`config.mk`:
```
export PLATFORM = sky130hd
export DESIGN_NAME = ex_stage_mc
export DESIGN_NICKNAME = d
export VERILOG_FILES = /design/src/rtl/ex_stage_mc.sv
export SDC_FILE = /design/constraint.sdc
export NUM_CORES = 1
export LEC_CHECK = 0
export BUFFER_PORTS_ARGS = -buffer_cell sky130_fd_sc_hd__buf_2
export CAP_MARGIN = 10
export CELL_PAD_IN_SITES_DETAIL_PLACEMENT = 1
export CELL_PAD_IN_SITES_GLOBAL_PLACEMENT = 2
export CORE_MARGIN = 4
export CORE_UTILIZATION = 40
export CTS_BUF_LIST = sky130_fd_sc_hd__clkbuf_8
export CTS_CLUSTER_DIAMETER = 150
export DETAILED_ROUTE_END_ITERATION = 10
export PLACE_DENSITY = 0.93
export SLEW_MARGIN = 20
export SYNTH_ARGS = -nofsm -noshare
export SYNTH_HDL_FRONTEND = slang
export SYNTH_SLANG_ARGS = --single-unit
```
`constraint.sdc`:
```
create_clock -name clk -period 10.1 [get_ports clk]
set_clock_uncertainty 0.2 [all_clocks]
set_input_delay 1.515 -clock clk [delete_from_list [all_inputs] [get_ports clk]]
set_output_delay 1.515 -clock clk [all_outputs]
set_load 0.005 [all_outputs]
```
`src/rtl/ex_stage_mc.sv`:
```
// Registered execute stage: forwarding muxes, single-cycle ALU, iterative MUL/DIVU/REMU,
// and a valid/ready output register that lets the hazard unit stall upstream.
module ex_stage_mc #(
    parameter int W    = 16,
    parameter int NFWD = 2,
    parameter int RW   = 4,
    parameter int SELW = $clog2(NFWD + 1)
) (
    input  logic              clk,
    input  logic              rst_n,
    input  logic              flush,
    input  logic              in_valid,
    output logic              in_ready,
    input  logic [W-1:0]      pc_in,
    input  logic [3:0]        alu_op,
    input  logic [RW-1:0]     rd,
    input  logic [W-1:0]      rs1_data,
    input  logic [W-1:0]      rs2_data,
    input  logic [W-1:0]      imm,
    input  logic              alu_src,
    input  logic [SELW-1:0]   forward_a,
    input  logic [SELW-1:0]   forward_b,
    input  logic [NFWD*W-1:0] fwd_data,
    output logic              out_valid,
    input  logic              out_ready,
    output logic [W-1:0]      alu_result,
    output logic              zero,
    output logic [W-1:0]      branch_target,
    output logic [RW-1:0]     rd_out,
    output logic              busy
);

    localparam int SHW = $clog2(W);
    localparam int CW  = $clog2(W);

    typedef enum logic [1:0] {ST_IDLE, ST_ITER, ST_DONE} state_t;

    state_t          r_state;
    logic [CW-1:0]   r_cnt;
    logic            r_out_valid;
    logic [W-1:0]    r_result;
    logic            r_zero;
    logic [W-1:0]    r_bt;
    logic [RW-1:0]   r_rd;

    logic [3:0]      r_mc_op;
    logic [W-1:0]    r_acc;
    logic [W-1:0]    r_mcand;
    logic [W-1:0]    r_mplier;
    logic [W-1:0]    r_rem;
    logic [W-1:0]    r_quo;
    logic [W-1:0]    r_dvsr;
    logic [W-1:0]    r_mc_bt;
    logic [RW-1:0]   r_mc_rd;

    logic [W-1:0]    w_opa;
    logic [W-1:0]    w_opb;
    logic [W-1:0]    w_alu;
    logic [W-1:0]    w_bt;
    logic [W-1:0]    w_mc_res;
    logic [W:0]      w_rem_sh;
    logic            w_qbit;
    logic            w_out_free;
    logic            w_accept;
    logic            w_is_mc;
    logic            w_divz;
    logic            w_iterate;

    function automatic logic [W-1:0] fwd_mux(input logic [SELW-1:0]   sel,
                                             input logic [W-1:0]      reg_data,
                                             input logic [NFWD*W-1:0] fwd);
        logic [W-1:0] v;
        v = reg_data;
        for (int k = 1; k <= NFWD; k++) begin
            if (int'(sel) == k) v = fwd[k*W-1 -: W];
        end
        return v;
    endfunction

    // Divide-by-zero results are produced here so they complete like single-cycle ops.
    function automatic logic [W-1:0] alu_1c(input logic [3:0] op,
                                            input logic [W-1:0] a,
                                            input logic [W-1:0] b);
        logic [W-1:0] r;
        r = '0;
        case (op)
            4'd0:    r = a + b;
            4'd1:    r = a - b;
            4'd2:    r = a & b;
            4'd3:    r = a | b;
            4'd4:    r = a ^ b;
            4'd5:    r = a << b[SHW-1:0];
            4'd6:    r = a >> b[SHW-1:0];
            4'd7:    r = {{(W-1){1'b0}}, ($signed(a) < $signed(b))};
            4'd9:    r = '1;
            4'd10:   r = a;
            default: r = '0;
        endcase
        return r;
    endfunction

    assign w_opa      = fwd_mux(forward_a, rs1_data, fwd_data);
    assign w_opb      = alu_src ? imm : fwd_mux(forward_b, rs2_data, fwd_data);
    assign w_alu      = alu_1c(alu_op, w_opa, w_opb);
    assign w_bt       = pc_in + imm;
    assign w_out_free = !r_out_valid || out_ready;
    assign in_ready   = (r_state == ST_IDLE) && w_out_free;
    assign w_accept   = in_valid && in_ready && !flush;
    assign w_is_mc    = (alu_op == 4'd8) || (alu_op == 4'd9) || (alu_op == 4'd10);
    assign w_divz     = ((alu_op == 4'd9) || (alu_op == 4'd10)) && (w_opb == '0);
    assign w_iterate  = w_is_mc && !w_divz;

    // Restoring divide step: shift in the next dividend bit, subtract if it fits.
    assign w_rem_sh = {r_rem, r_quo[W-1]};
    assign w_qbit   = (w_rem_sh >= {1'b0, r_dvsr});

    always_comb begin
        w_mc_res = r_rem;
        if (r_mc_op == 4'd8)      w_mc_res = r_acc;
        else if (r_mc_op == 4'd9) w_mc_res = r_quo;
    end

    always_ff @(posedge clk) begin
        if (w_accept && w_iterate) begin
            r_mc_op  <= alu_op;
            r_acc    <= '0;
            r_mcand  <= w_opa;
            r_mplier <= w_opb;
            r_rem    <= '0;
            r_quo    <= w_opa;
            r_dvsr   <= w_opb;
            r_mc_bt  <= w_bt;
            r_mc_rd  <= rd;
        end else if (r_state == ST_ITER) begin
            if (r_mplier[0]) r_acc <= r_acc + r_mcand;
            r_mcand  <= r_mcand << 1;
            r_mplier <= r_mplier >> 1;
            r_rem    <= w_qbit ? W'(w_rem_sh - {1'b0, r_dvsr}) : w_rem_sh[W-1:0];
            r_quo    <= {r_quo[W-2:0], w_qbit};
        end
    end

    always_ff @(posedge clk or negedge rst_n) begin
        if (!rst_n) begin
            r_state     <= ST_IDLE;
            r_cnt       <= '0;
            r_out_valid <= 1'b0;
            r_result    <= '0;
            r_zero      <= 1'b1;
            r_bt        <= '0;
            r_rd        <= '0;
        end else if (flush) begin
            r_state     <= ST_IDLE;
            r_cnt       <= '0;
            r_out_valid <= 1'b0;
        end else begin
            if (out_ready) r_out_valid <= 1'b0;
            case (r_state)
                ST_IDLE: begin
                    if (w_accept && w_iterate) begin
                        r_state <= ST_ITER;
                        r_cnt   <= '0;
                    end else if (w_accept) begin
                        r_result    <= w_alu;
                        r_zero      <= (w_alu == '0);
                        r_bt        <= w_bt;
                        r_rd        <= rd;
                        r_out_valid <= 1'b1;
                    end
                end
                ST_ITER: begin
                    if (r_cnt == CW'(W - 1)) begin
                        r_state <= ST_DONE;
                        r_cnt   <= '0;
                    end else begin
                        r_cnt <= r_cnt + 1'b1;
                    end
                end
                ST_DONE: begin
                    if (w_out_free) begin
                        r_result    <= w_mc_res;
                        r_zero      <= (w_mc_res == '0);
                        r_bt        <= r_mc_bt;
                        r_rd        <= r_mc_rd;
                        r_out_valid <= 1'b1;
                        r_state     <= ST_IDLE;
                    end
                end
                default: r_state <= ST_IDLE;
            endcase
        end
    end

    assign out_valid     = r_out_valid;
    assign alu_result    = r_result;
    assign zero          = r_zero;
    assign branch_target = r_bt;
    assign rd_out        = r_rd;
    assign busy          = (r_state == ST_ITER);

endmodule

```
==> results.py <==
metrics = {
    "run_status": {
        "run_status": "completed",
    },
    "pwr": {
        "peakVddDrop_mv": 0.0797,
        "power_density_nw_per_um2": 172,
        "p_leak_uw": 0.00667,
        "fin_total_pwr_uw": 2690,
    },
    "clock_network": {
        "cts-root-buf": "clkbuf_8",
        "postCtsSetupBuffers": 0,
        "cts.repair.resized": 0,
        "clk_latency_ns": 0.48,
        "cts-buffers-inserted": 17,
        "h-tree-depth": 4,
        "cts-hold-fix-buffers": 0,
        "cts_sinks": 164,
        "cts.clk_slew.worst_paths_ns": 0.09,
        "cts_tree": "done",
        "ctsLongestPathBuffers": 2,
    },
    "synthesis": {
        "syn-cell-area_sq_um": 14200,
        "yosysWarnings": 0,
        "synth_edf_count": 88,
        "ys_types": 92,
        "syn_nets": 1959,
        "yosys_most_used_dff": "edfxtp_1",
        "synth_async_sr_flop_share_pct": 26.8,
        "ys_seq_elements": 164,
        "syn_area_per_cell_sq_um": 8.14,
        "seq_area_frac_synth_pct": 30.9,
        "syn_inst": 1742,
    },
    "route": {
        "wl_met3_um": 2800,
        "dr.max_layer_used": "met4",
        "drt_iter0_markers": 1121,
        "drc": 0,
        "drt-met1-wl_um": 25000,
        "first_pass_iters": 5,
        "met2_length_um": 26200,
        "vias_per_cell": 6.05,
        "wl_um": 55900,
        "wire_per_inst_um": 24.2,
        "antenna_left": 0,
        "vias": 13971,
    },
    "timing": {
        "rsz0062_at_grt": "false",
        "setup_viol_count_final": 0,
        "slew_violations": 0,
        "worst_pin_slew_ns": 1.06,
        "max_freq_mhz": 152,
        "layout_min_cycle_time_ns": 6.56,
        "finalCritPeriodShare_pct": 64.9,
        "whs_ns": 0.284,
        "tns_ns": 0,
        "hold_viol": 0,
        "max-slew-margin-rel_pct": 28.5,
    },
    "job": {
        "cap_violations": 0,
    },
    "worst_hold_path": {
        "hold_path.class": "flop to flop",
        "whs_path_depth": 2,
    },
    "die": {
        "core_sq_um": 34700,
        "fp.dieH_um": 196,
        "start_util_pct": 40.8,
        "die_x_um": 196,
        "die-area_sq_um": 38500,
        "io-pin-count": 154,
        "rows": 68,
    },
    "grt": {
        "grt_first_pass_wirelength_um": 84500,
        "grt_max_degree": 86,
        "first_global_vias": 14077,
        "track_usage_pct": 28.2,
        "grt_overflow_total": 0,
        "grt_antenna_before_repair": 2,
    },
    "place": {
        "portBuffers": 153,
        "post-dp-hpwl_um": 43500,
        "gp_congestion": 1.04,
        "dp_cells": 2274,
    },
    "critical_path": {
        "crit_slowest_cell": "or4_4",
        "arrival_ns": 6.31,
        "path_buf_inv": 3,
        "path_delay_family": "simple AND/OR/NAND/NOR gates",
        "critPathLaunchType": "input port",
        "cp-end-kind": "flop",
        "cp.depth": 11,
        "worstPathMaxFanout": 85,
        "worstSetupPathType": "input port to flop",
        "cp.required_ns": 9.85,
        "r2r_cells": 5,
        "crit_chain": "buf_2, xnor2_2, a2111o_1, nand2_4, nand3_1, a211oi_1, a221o_1, or4_4, inv_2, nor2_1, clkinv_2",
        "max_stage_delay_ns": 0.78,
    },
    "final_layout": {
        "nets": 2056,
        "drive_gt1_share_pct": 14.2,
        "stdcell_count": 2309,
        "syn_to_final_growth_pct": 10.6,
    },
}
state kept, by name, summed over array words and instances, names as in the netlist:
register and count:
r_rem 16, r_mc_op 4, r_mc_rd 4, zero 1
r_dvsr 16, branch_target 16, r_acc 16, r_mc_bt 16
r_cnt 4, out_valid 1, rd_out 4, alu_result 16
r_quo 16, r_mplier 16, r_mcand 16, r_state 2
synthesized netlist by cell type (9+ instances only):
cell type / instances / area (sq um)
dfxtp_1: 32 / 641
clkbuf_1: 59 / 221
o211ai_1: 14 / 105
edfxtp_1: 88 / 2640
nor3b_1: 9 / 67.6
mux2i_1: 104 / 1040
nand2_1: 228 / 856
o21ai_0: 92 / 460
or3_1: 12 / 75.1
o21a_1: 14 / 105
xor2_1: 14 / 123
nand4_1: 14 / 87.6
buf_2: 30 / 150
a211oi_1: 24 / 180
inv_1: 82 / 308
ha_1: 98 / 1230
nor3_1: 58 / 290
a21o_1: 17 / 128
o21ai_1: 30 / 150
and2_1: 10 / 62.6
a21oi_1: 146 / 731
nand2b_1: 24 / 150
a221oi_1: 9 / 78.8
dfrtp_1: 43 / 1080
o22ai_1: 24 / 150
nor2b_1: 25 / 156
a31oi_1: 29 / 181
nand3_1: 49 / 245
xnor2_1: 21 / 184
nor2_1: 153 / 574
layout make-up:
class / count / area (sq um)
Clock buffer: 18 / 248
Tap cell: 455 / 569
Sequential cell: 164 / 4390
Timing Repair Buffer: 184 / 1010
Antenna cell: 2 / 5.00
Clock inverter: 14 / 141
Inverter: 89 / 338
Fill cell: 4289 / 19000
Multi-Input combinational cell: 1383 / 8990
through the flow:
stage          area [sq um]  utilization, %  setup WS, ns
3_3_place_gp          15300            44.0          3.60
6_report              15700            45.2          3.54
2_1_floorplan         14200               -          4.37
4_1_cts               15700            45.1          3.92
5_1_grt               15700            45.2          3.14
3_5_place_dp          15300            44.0          3.43
worst paths after layout:
path | slack [ns] | to | from
max | 3.54 | r_quo[5] | forward_b[0]
min | 0.28 | r_acc[8] | r_acc[8]
max reg2reg | 6.15 | r_quo[5] | r_state[0]
min reg2reg | 0.28 | r_acc[8] | r_acc[8]
max in group asynchronous | 8.46 | r_state[1] | rst_n
min in group asynchronous | 0.83 | branch_target[9] | rst_n
worst register-to-register path, stage by stage (launching register included):
cell      delay, ns
dfrtp_1        0.44
nand2b_1       0.31
or4_4          0.81
inv_2          0.45
nor2_1         0.40
clkinv_2       0.78
cell families after synthesis:
group	count (synthesis)	synth area share, %
and+or+nand+nor	618	20.0
AOI/OAI and AO/OA	512	23.2
buffers and inverters	195	5.87
DFF	164	30.9
muxes	113	8.14
adders and majority gates	103	9.36
xor gates and xnor gates	37	2.47
layout by cell type, fill, tap and decap left out, types with 10 or more instances in the layout:
| master | instances |
|---|---|
| mux2i_1 | 103 |
| nand2_1 | 228 |
| a211oi_1 | 24 |
| a21o_1 | 17 |
| o21ai_1 | 30 |
| nand2b_1 | 24 |
| nor3_1 | 58 |
| xor2_1 | 14 |
| buf_4 | 31 |
| clkbuf_8 | 18 |
| nor2_1 | 153 |
| inv_1 | 81 |
| dfxtp_1 | 32 |
| nand4_1 | 14 |
| nand3_1 | 49 |
| dfrtp_1 | 43 |
| buf_2 | 152 |
| xnor2_1 | 21 |
| or3_1 | 12 |
| a21oi_1 | 145 |
| o211ai_1 | 14 |
| o21a_1 | 14 |
| ha_1 | 98 |
| a31oi_1 | 29 |
| edfxtp_1 | 88 |
| o22ai_1 | 24 |
| and2_1 | 10 |
| o21ai_0 | 92 |
| nor2b_1 | 24 |
power by group:
part	switching, uW	internal [uW]	total (uW)
combinational	789	500	1290
clock	281	209	490
sequential	87.9	828	916
layer usage:
| metal | vias to the layer above | GRT usage, % |
|---|---|---|
| met4 | 0 | 9.98 |
| met2 | 393 | 45.9 |
| met5 | - | 0 |
| met3 | 91 | 3.50 |
| li1 | 6535 | - |
| met1 | 6952 | 38.7 |
No activity file was read; power rests on OpenSTA's default activity.
